File: config.mk
export PLATFORM = sky130hd
export DESIGN_NAME = divider_8b
export DESIGN_NICKNAME = d
export VERILOG_FILES = /design/src/rtl/divider_8b_pkg.sv /design/src/rtl/divider_sub.sv /design/src/rtl/divider_8b.sv
export SDC_FILE = /design/constraint.sdc
export NUM_CORES = 1
export LEC_CHECK = 0
export CAP_MARGIN = 20
export CORE_ASPECT_RATIO = 1.5
export CORE_MARGIN = 2
export CORE_UTILIZATION = 53
export DETAILED_ROUTE_END_ITERATION = 10
export GPL_ROUTABILITY_DRIVEN = 0
export PLACE_DENSITY_LB_ADDON = 0.08
export SETUP_SLACK_MARGIN = 0.02
export SYNTH_ARGS = -nofsm -noshare
export SYNTH_HDL_FRONTEND = slang
export SYNTH_SLANG_ARGS = --single-unit
export TNS_END_PERCENT = 1
File: constraint.sdc
create_clock -name clk -period 2.6 [get_ports clk]
set_input_delay 0.52 -clock clk [delete_from_list [all_inputs] [get_ports clk]]
set_output_delay 0.52 -clock clk [all_outputs]
set_load 0.05 [all_outputs]
File: src/rtl/divider_8b_pkg.sv
// Shared definitions for the 8-bit by 4-bit restoring divider.
//   DIVIDEND_W / DIVISOR_W : operand widths (8-bit dividend, 4-bit divisor)
//   REM_W                  : partial remainder width (one guard bit above the divisor)
//   CNT_W                  : iteration counter width (8 steps)
//   DIV_ZERO_Q             : quotient reported for a zero divisor
//   state_t                : controller states
//   black_cell/grey_cell   : parallel-prefix carry cells used by the trial subtractor
package divider_8b_pkg;

  localparam int DIVIDEND_W = 8;
  localparam int DIVISOR_W  = 4;
  localparam int REM_W      = DIVISOR_W + 1;
  localparam int CNT_W      = 3;

  localparam logic [DIVIDEND_W-1:0] DIV_ZERO_Q = 8'hFF;

  typedef enum logic [1:0] {
    IDLE = 2'd0,
    RUN  = 2'd1,
    FIN  = 2'd2
  } state_t;

  // Black cell: merges two (generate, propagate) groups, returns {g, p}.
  function automatic logic [1:0] black_cell(input logic g_hi, input logic p_hi,
                                            input logic g_lo, input logic p_lo);
    return {g_hi | (p_hi & g_lo), p_hi & p_lo};
  endfunction

  // Grey cell: merges a group with a fully resolved carry, returns the carry.
  function automatic logic grey_cell(input logic g_hi, input logic p_hi, input logic c_lo);
    return g_hi | (p_hi & c_lo);
  endfunction

endpackage

File: src/rtl/divider_sub.sv
// 5-bit combinational trial subtractor: diff = a - b, computed as a + ~b + 1
// with a Kogge-Stone style carry tree built from black/grey prefix cells.
//   a         : shifted partial remainder
//   b         : zero-extended divisor
//   diff      : a - b (meaningful when no_borrow = 1)
//   no_borrow : 1 when a >= b (carry out of the add-complement)
module divider_sub
  import divider_8b_pkg::*;
(
  input  logic [REM_W-1:0] a,
  input  logic [REM_W-1:0] b,
  output logic [REM_W-1:0] diff,
  output logic             no_borrow
);

  logic [REM_W-1:0] g;      // bit generate for a + ~b
  logic [REM_W-1:0] p;      // bit propagate for a + ~b
  logic [REM_W:0]   c;      // carry into each bit, c[REM_W] is the carry out
  logic [4:1]       g_l1;   // span-2 groups [k:k-1]
  logic [4:1]       p_l1;
  logic [4:3]       g_l2;   // span-4 groups [k:k-3]
  logic [4:3]       p_l2;

  assign g = a & ~b;
  assign p = a ^ ~b;

  // The +1 of the two's complement enters as the carry into bit 0.
  assign c[0] = 1'b1;

  // Level 1: span 2
  assign c[1] = grey_cell(g[0], p[0], c[0]);
  assign {g_l1[1], p_l1[1]} = black_cell(g[1], p[1], g[0], p[0]);
  assign {g_l1[2], p_l1[2]} = black_cell(g[2], p[2], g[1], p[1]);
  assign {g_l1[3], p_l1[3]} = black_cell(g[3], p[3], g[2], p[2]);
  assign {g_l1[4], p_l1[4]} = black_cell(g[4], p[4], g[3], p[3]);

  // Level 2: span 4
  assign c[2] = grey_cell(g_l1[1], p_l1[1], c[0]);
  assign c[3] = grey_cell(g_l1[2], p_l1[2], c[1]);
  assign {g_l2[3], p_l2[3]} = black_cell(g_l1[3], p_l1[3], g_l1[1], p_l1[1]);
  assign {g_l2[4], p_l2[4]} = black_cell(g_l1[4], p_l1[4], g_l1[2], p_l1[2]);

  // Level 3: span 8, all carries resolved
  assign c[4] = grey_cell(g_l2[3], p_l2[3], c[0]);
  assign c[5] = grey_cell(g_l2[4], p_l2[4], c[1]);

  assign diff      = p ^ c[REM_W-1:0];
  assign no_borrow = c[REM_W];

endmodule

File: src/rtl/divider_8b.sv
// Sequential 8-bit / 4-bit unsigned restoring divider, one quotient bit per cycle.
//   clk      : clock, rising edge
//   rst      : asynchronous active-high reset
//   start    : request; x and y are sampled on the accepting edge (IDLE or FIN)
//   x, y     : dividend (8 bits) and divisor (4 bits), unsigned
//   q, r     : quotient and remainder, valid while done = 1 and held afterwards
//   busy     : high while the 8 division steps run
//   done     : one-cycle result pulse
//   div_zero : set with done when y = 0 (q = 8'hFF, r = x[3:0])
module divider_8b
  import divider_8b_pkg::*;
(
  input  logic                  clk,
  input  logic                  rst,
  input  logic                  start,
  input  logic [DIVIDEND_W-1:0] x,
  input  logic [DIVISOR_W-1:0]  y,
  output logic [DIVIDEND_W-1:0] q,
  output logic [DIVISOR_W-1:0]  r,
  output logic                  busy,
  output logic                  done,
  output logic                  div_zero
);

  state_t                state;
  state_t                state_nxt;
  logic [DIVIDEND_W-1:0] x_lat;
  logic [DIVISOR_W-1:0]  y_lat;
  logic [REM_W-1:0]      rem;
  logic [REM_W-1:0]      rem5;
  logic [REM_W-1:0]      diff;
  logic [REM_W-1:0]      rem_nxt;
  logic [CNT_W-1:0]      cnt;
  logic [DIVIDEND_W-1:0] q_sr;
  logic [DIVIDEND_W-1:0] q_sr_nxt;
  logic                  no_borrow;
  logic                  accept;
  logic                  y_is_zero;
  logic                  last_step;
  logic                  unused_rem_msb;

  // A new request is only taken outside RUN, so a running division is never disturbed.
  assign accept    = start && (state != RUN);
  assign y_is_zero = (y == '0);
  assign last_step = (cnt == CNT_W'(DIVIDEND_W - 1));

  // Bring down the next dividend bit, MSB first.
  assign rem5 = {rem[DIVISOR_W-1:0], x_lat[CNT_W'(DIVIDEND_W - 1) - cnt]};

  // rem < y before every shift, so the stored remainder MSB is always 0 and
  // only the low bits feed the next shift.
  assign unused_rem_msb = rem[REM_W-1];

  divider_sub u_sub (
    .a         (rem5),
    .b         ({1'b0, y_lat}),
    .diff      (diff),
    .no_borrow (no_borrow)
  );

  // Restoring step: keep the difference only when the trial subtraction fits.
  assign rem_nxt  = no_borrow ? diff : rem5;
  assign q_sr_nxt = {q_sr[DIVIDEND_W-2:0], no_borrow};

  assign busy = (state == RUN);
  assign done = (state == FIN);

  always_ff @(posedge clk or posedge rst) begin
    if (rst) begin
      state <= IDLE;
    end else begin
      state <= state_nxt;
    end
  end

  always_comb begin
    state_nxt = state;
    case (state)
      IDLE, FIN: begin
        if (accept) begin
          state_nxt = y_is_zero ? FIN : RUN;
        end else begin
          state_nxt = IDLE;
        end
      end
      RUN: begin
        if (last_step) begin
          state_nxt = FIN;
        end
      end
      default: state_nxt = IDLE;
    endcase
  end

  always_ff @(posedge clk or posedge rst) begin
    if (rst) begin
      x_lat    <= '0;
      y_lat    <= '0;
      rem      <= '0;
      cnt      <= '0;
      q_sr     <= '0;
      q        <= '0;
      r        <= '0;
      div_zero <= 1'b0;
    end else if (accept) begin
      x_lat    <= x;
      y_lat    <= y;
      rem      <= '0;
      cnt      <= '0;
      q_sr     <= '0;
      div_zero <= y_is_zero;
      // Zero divisor resolves immediately; otherwise q/r keep the previous
      // result until the 8th step overwrites them.
      if (y_is_zero) begin
        q <= DIV_ZERO_Q;
        r <= x[DIVISOR_W-1:0];
      end
    end else if (state == RUN) begin
      rem  <= rem_nxt;
      q_sr <= q_sr_nxt;
      cnt  <= cnt + CNT_W'(1);
      if (last_step) begin
        q <= q_sr_nxt;
        r <= rem_nxt[DIVISOR_W-1:0];
      end
    end
  end

endmodule

==> results of run 1 <==
-- timing repair --
action,CTS,global route
buffers inserted,0,2
setup endpoints to repair,0,2
resized for setup,0,4
-- per-layer routing --
metal / up-vias / wire (um) / GRT usage, % / part of all wire, %
met2: 40 / 2350 / 41.9 / 53
met4: 0 / 71 / 8.72 / 1.6
li1: 727 / - / - / -
met1: 745 / 1780 / 29.5 / 40
met3: 7 / 220 / 5.89 / 5.0
met5: - / 0 / 0 / 0
-- worst min-delay path, delay by kind of cell (launching register included) --
kind | cells | cell delay (ns)
simple gates | 2 | 0.12
flops | 1 | 0.35
-- cell families after synthesis --
| family | after synthesis |
|---|---|
| and+or+nand+nor | 80 |
| DFF | 41 |
| AOI/OAI and AO/OA | 38 |
| buffers and inverters | 16 |
| adders and majority gates | 7 |
| muxes | 5 |
| xor gates and xnor gates | 1 |
-- synth_stat cells (2+ instances only) --
library cell and n:
mux4_1 2, o21ai_0 10, ha_1 7, nor2_1 5, mux2_2 2, inv_1 8, clkbuf_1 3, a31oi_1 4
o22a_1 9, nor2b_1 2, o21a_1 3, nand2_1 51, nand3_1 11, nand2b_1 2, dfrtp_1 41, a21oi_1 5
-- flip-flops by register name, summed over array words and instances (netlist names) --
| signal | count |
|---|---|
| q_sr | 7 |
| r | 4 |
| rem | 4 |
| x_lat | 8 |
| cnt | 3 |
| state | 2 |
| div_zero | 1 |
| y_lat | 4 |
| q | 8 |
-- cell usage in the layout, fill, tap and decap left out, types with 2 or more instances in the layout --
cell             instances
dfrtp_1                 40
o21a_1                   3
o21ai_0                  9
mux2_2                   2
a31oi_1                  4
ha_1                     7
nand2b_1                 2
nor2b_1                  2
nand2_1                 51
bufinv_16                2
mux4_2                   2
a21oi_1                  5
inv_1                    8
nand3_1                 11
o22a_1                   9
clkdlybuf4s50_1         28
clkbuf_8                 5
nor2_1                   5
buf_4                   10
-- metrics by stage --
stage	instance area [um2]	hold slack [ns]	setup WS, ns
global route	2440	0.516	0.0158
finish	2440	0.486	0.145
CTS	2430	0.483	0.0227
detailed placement	2300	0.464	0.0564
global placement	2300	0.463	0.166
floorplan	1950	0.437	0.259
-- how the worst min path moves through the flow --
stage,from,cells past startpoint,slack [ns],to
4_1_cts,x_lat[6]$_DFFE_PP0P_,2,0.48,x_lat[6]$_DFFE_PP0P_
5_1_grt,q[3]$_DFFE_PP0P_,1,0.52,q[3]$_DFFE_PP0P_
6_report,x_lat[1]$_DFFE_PP0P_,2,0.49,x_lat[1]$_DFFE_PP0P_
3_3_place_gp,x_lat[5]$_DFFE_PP0P_,2,0.46,x_lat[5]$_DFFE_PP0P_
3_5_place_dp,x_lat[6]$_DFFE_PP0P_,2,0.46,x_lat[6]$_DFFE_PP0P_
2_1_floorplan,x_lat[4]$_DFFE_PP0P_,2,0.44,x_lat[4]$_DFFE_PP0P_
-- final cells by class --
type,instances,area [um2]
Inverter,9,33.8
Tap cell,43,53.8
Multi-Input combinational cell,131,835
Clock buffer,5,68.8
Fill cell,300,1140
Clock inverter,3,65.1
Sequential cell,41,1030
Timing Repair Buffer,38,355
-- power by group --
part | leakage [nW] | total, mW | internal [mW] | switching [mW]
clock network | 0.0681 | 0.609 | 0.381 | 0.227
logic | 0.562 | 2.09 | 0.880 | 1.21
registers | 0.495 | 1.16 | 0.947 | 0.214
total | 1.13 | 3.86 | 2.21 | 1.65
==> reports/qor.yml, run 1 <==
status:
  status: "finished clean"
synthesis:
  yosys_warnings: 0
  syn-instance-count: 188
  synth_top_area_share_pct: 52.7
  syn-cell-area_um2: 1950
  synth-xor-area-share_pct: 0.450
  synth-simple-area-share_pct: 19.2
  yosysTopAreaCell: "dfrtp_1"
  synth_top_family_by_area: "simple AND/OR/NAND/NOR gates"
  synth_compound_area_share_pct: 14.1
  syn_nets: 210
  ys_top_cells_by_area: "dfrtp_1, nand2_1, ha_1, o22a_1, nand3_1"
  synth.area.mux_share_pct: 5.01
  synth_cell_types: 39
  synth_adder_area_share_pct: 4.50
  ys_seq_elements: 41
  synth_edf_count: 0
  yosysSeqAreaShare_pct: 52.7
  ys.flop_type: "dfrtp_1"
  postSynthAreaPerCell_um2: 10.4
  async_reset_ff_share_pct: 100
power_and_ir_drop:
  power_density_nw_per_um2: 1580
  peakVddDrop_mv: 1.21
  p_leak_nw: 1.13
  design_power_total_mw: 3.86
setup_path:
  required_ns: 2.83
  crit_path_end: "r[0]$_DFFE_PP0P_"
  crit_path_start: "cnt[1]$_DFFE_PP0P_"
  startpoint_type: "flip-flop"
  r2r_slack_ns: 0.15
  crit_path_top_delay_cell: "mux4_2"
  critPathMaxStageDelay_ns: 0.55
  cp_cell_sequence: "mux4_2, mux2i_4, ha_1, nor2b_2, o31a_2, nor3_4, buf_4, o211ai_2, a31oi_1"
  critical_path.max_fanout: 4
  arrival_ns: 2.68
  path_class: "flip-flop to flip-flop"
  rr_startpoint: "cnt[1]$_DFFE_PP0P_"
  worst_r2r_path_depth: 9
  r2r-end: "r[0]$_DFFE_PP0P_"
  worstSetupEndpointType: "flip-flop"
  crit_family: "multiplexers"
  path_depth: 9
  critical_path_buf_inv_count: 1
global_route:
  grt_antenna_before_repair: 0
  grt_usage_pct: 24.6
  grt_pass1_wl_um: 7400
  grt-ovfl-total: 0
  grt_pass1_vias: 1561
  grt_max_degree: 42
floorplan:
  initial_core_util_pct: 54.4
  rows: 27
  io_pins: 30
  dieArea_um2: 4190
  core_area_um2: 3580
  die_x_um: 53.5
  die_y_um: 78.3
sta:
  slew_violations: 0
  worst_pin_slew_ns: 0.520
  fin_crit_ns: 2.45
  tns_ns: 0
  timing.fmax_ghz: 0.407
  rsz0062_at_grt: "false"
  skew_ns: 0.00766
  finalSetupViolations: 0
  max_slew_margin_pct: 65.2
  period_share_pct: 94.4
  hold_violations: 0
route:
  drc_errors: 0
  first_iter_violations: 41
  vias: 1519
  dr.pass1.iters: 4
  viasPerCell: 5.63
  routed_wl_um: 4430
  final_antenna_net_count: 0
  wire_per_inst_um: 16.4
finish:
  nNetsFinal: 248
  layout-drive-gt1-share_pct: 15.4
  area.growth.synth_to_final_pct: 25.2
  postLayoutCoreUtil_pct: 68.1
  diodes: 0
  fin_cells: 270
job:
  max_cap_viol_count: 0
cts:
  clk_latency_ns: 0.30
  cts_tree: "done"
  holdBufCountCts: 0
  clkTransAtPathRegs_ns: 0.08
  clock_path_buffers: 2
  clockRootBuffer: "clkbuf_8"
  cts-buffers-inserted: 5
  htree_levels: 2
  cts_num_sinks: 41
placed_design:
  io_buffers: 29
  hpwl_um: 3140
  placed_cells: 260
min_path:
  holdCritPathClass: "flip-flop to flip-flop"
(Power assumes the default switching activity.)
==> inputs of run 2 (changes only) <==
--- a/config.mk
+++ b/config.mk
@@ -16,4 +16,4 @@
 export SYNTH_ARGS = -nofsm -noshare
 export SYNTH_HDL_FRONTEND = slang
 export SYNTH_SLANG_ARGS = --single-unit
-export TNS_END_PERCENT = 1
+export TNS_END_PERCENT = 30
==> results of run 2 <==
Same layout as run 1: the final DEF is identical, and so are final timing and power.
==> inputs of run 3 (changes only) <==
--- a/config.mk
+++ b/config.mk
@@ -8,11 +8,13 @@
 export CAP_MARGIN = 20
 export CORE_ASPECT_RATIO = 1.5
 export CORE_MARGIN = 2
-export CORE_UTILIZATION = 53
+export CORE_UTILIZATION = 55
+export CTS_BUF_LIST = sky130_fd_sc_hd__clkbuf_8
 export DETAILED_ROUTE_END_ITERATION = 10
 export GPL_ROUTABILITY_DRIVEN = 0
 export PLACE_DENSITY_LB_ADDON = 0.08
 export SETUP_SLACK_MARGIN = 0.02
+export SKIP_LAST_GASP = 1
 export SYNTH_ARGS = -nofsm -noshare
 export SYNTH_HDL_FRONTEND = slang
 export SYNTH_SLANG_ARGS = --single-unit
==> run 3 against run 2 <==
Effect of this change: utilization up 4.0 points; register-to-register slack lost 0.03 ns; maximum frequency fell by 1.1%; final area about the same; critical path type unchanged; largest cell class unchanged.
==> reports/qor.yml, run 3 (same netlist as run 1, synthesis figures left out) <==
status:
  status: "finished clean"
finish:
  fin_cells: 271  # +0.37%
  layout-drive-gt1-share_pct: 17.0  # +1.6 points
  nNetsFinal: 251  # +1.2%
  fin_area_um2: 2440  # about the same
  reg_top3: "q (8), x_lat (8), q_sr (7)"
  final_cell_mix: "nand2_1, dfrtp_1, clkdlybuf4s50_1, buf_4, nand3_1"
  diodes: 0  # unchanged
  final_common_cell: "nand2_1"
  area.growth.synth_to_final_pct: 25.2  # about the same
floorplan:
  dieArea_um2: 4040  # -3.4%
  io_pins: 30  # unchanged
  core_area_um2: 3380  # -5.5%
  die_y_um: 76.9  # -1.7%
  initial_core_util_pct: 57.6  # +3.2 points
  die_x_um: 52.6  # -1.7%
  rows: 26  # -3.7%
setup_path:
  worst_r2r_path_depth: 8  # -1
  startpoint_type: "flip-flop"
  arrival_ns: 2.67  # about the same
  worstSetupEndpointType: "flip-flop"
  path_class: "flip-flop to flip-flop"
  critical_path.max_fanout: 4  # unchanged
  required_ns: 2.79  # -0.04 ns
power_and_ir_drop:
  power_density_nw_per_um2: 1590  # +0.16%
  peakVddDrop_mv: 1.10  # -8.9%
  p_leak_nw: 1.13  # +0.35%
placed_design:
  placed_cells: 260  # unchanged
  dpl_cell_area_um2: 2300  # +0.27%
  io_buffers: 29  # unchanged
  hpwl_um: 3190  # +1.5%
global_route:
  grt_usage_pct: 25.2  # +0.54 points
  grt_pass1_wl_um: 7390  # about the same
  grt_max_degree: 42  # unchanged
  grt_antenna_before_repair: 0  # unchanged
  grt_pass1_vias: 1543  # -1.2%
  grt-ovfl-total: 0  # unchanged
route:
  final_antenna_net_count: 0  # unchanged
  dr.pass1.iters: 4  # unchanged
  routed_wl_um: 4520  # +2.2%
  first_iter_violations: 64  # +56%
  drc_errors: 0  # unchanged
  viasPerCell: 5.77  # +2.5%
  wire_per_inst_um: 16.7  # +1.8%
  vias: 1563  # +2.9%
sta:
  max_slew_margin_pct: 66.3  # +1.1 points
  finalSetupViolations: 0  # unchanged
  fin_crit_ns: 2.48  # +0.0275 ns
  hold_violations: 0  # unchanged
  worst_pin_slew_ns: 0.504  # -0.0160 ns
  skew_ns: 0.00594  # -0.00172 ns
  slew_violations: 0  # unchanged
  period_share_pct: 95.5  # +1.1 points
  timing.fmax_ghz: 0.403  # -1.1%
  whs_ns: 0.488  # +0.00118 ns
cts:
  clock_path_buffers: 2  # unchanged
  clkTransAtPathRegs_ns: 0.07  # about the same
  clk_latency_ns: 0.30  # about the same
  clockRootBuffer: "clkbuf_8"
  htree_levels: 2  # unchanged
  cts_num_sinks: 41  # unchanged
  cts_tree: "done"
  cts-buffers-inserted: 5  # unchanged
min_path:
  holdCritPathClass: "flip-flop to flip-flop"
  min_path_cells: 2  # unchanged
job:
  max_cap_viol_count: 0  # unchanged
## run 3: final timing paths
path / from / to / slack [ns]
max in group asynchronous: rst / cnt[1]$_DFFE_PP0P_ / 1.59
setup / recovery: cnt[1]$_DFFE_PP0P_ / r[2]$_DFFE_PP0P_ / 0.12
hold / removal: x_lat[7]$_DFFE_PP0P_ / x_lat[7]$_DFFE_PP0P_ / 0.49
setup reg to reg: cnt[1]$_DFFE_PP0P_ / r[2]$_DFFE_PP0P_ / 0.12
hold reg to reg: x_lat[7]$_DFFE_PP0P_ / x_lat[7]$_DFFE_PP0P_ / 0.49
min in group asynchronous: rst / q[7]$_DFFE_PP0P_ / 0.64
## run 3: repair_timing
| action | CTS | global route |
|---|---|---|
| hold buffers | 0 | 0 |
| setup endpoints to repair | 0 | 3 |
| endpoints found under the hold margin | 0 | 0 |
| buffers inserted | 0 | 4 |
| resized for setup | 0 | 5 |
## run 3: report_power, final
group          switching [mW]  internal (mW)
sequential              0.222          0.948
combinational            1.27          0.934
clock                   0.219          0.279
## run 3: metal layers
metal | up-vias | wire (um) | track usage (%) | share of wire [%]
li1 | 728 | - | - | -
met1 | 763 | 1830 | 30.3 | 40
met2 | 53 | 2310 | 41.4 | 51
met3 | 19 | 186 | 5.84 | 4.1
met4 | 0 | 193 | 11.8 | 4.3
met5 | - | 0 | 0 | 0
## run 3: worst max-delay path, stage by stage (launching register included)
cell and delay (ns):
dfrtp_2 0.40, mux4_2 0.54, mux2i_4 0.22, ha_2 0.23, nor2b_2 0.06, o31a_2 0.32, nor3_4 0.23, o21ai_0 0.15
a32o_1 0.22
## run 3: cell type report
class	instances	area, um2
multi-input cells	131	845
well taps	42	52.6
repair buffers	41	378
clock buffers	5	68.8
inverters	9	33.8
flip-flops and latches	41	1030
clock inverters	2	35.0
fillers	263	943
## run 3: stage by stage
| step | TNS (ns) | util [%] | total power, mW | worst slack [ns] |
|---|---|---|---|---|
| 2_1_floorplan | 0 | - | 2.62 | 0.259 |
| 3_3_place_gp | 0 | 68.0 | 3.11 | 0.177 |
| 3_5_place_dp | 0 | 68.0 | 3.21 | 0.0384 |
| 4_1_cts | 0 | 71.1 | 3.72 | 0.0308 |
| 5_1_grt | -0.0164 | 72.1 | 4.11 | -0.0128 |
| 6_report | 0 | 72.1 | 3.87 | 0.118 |
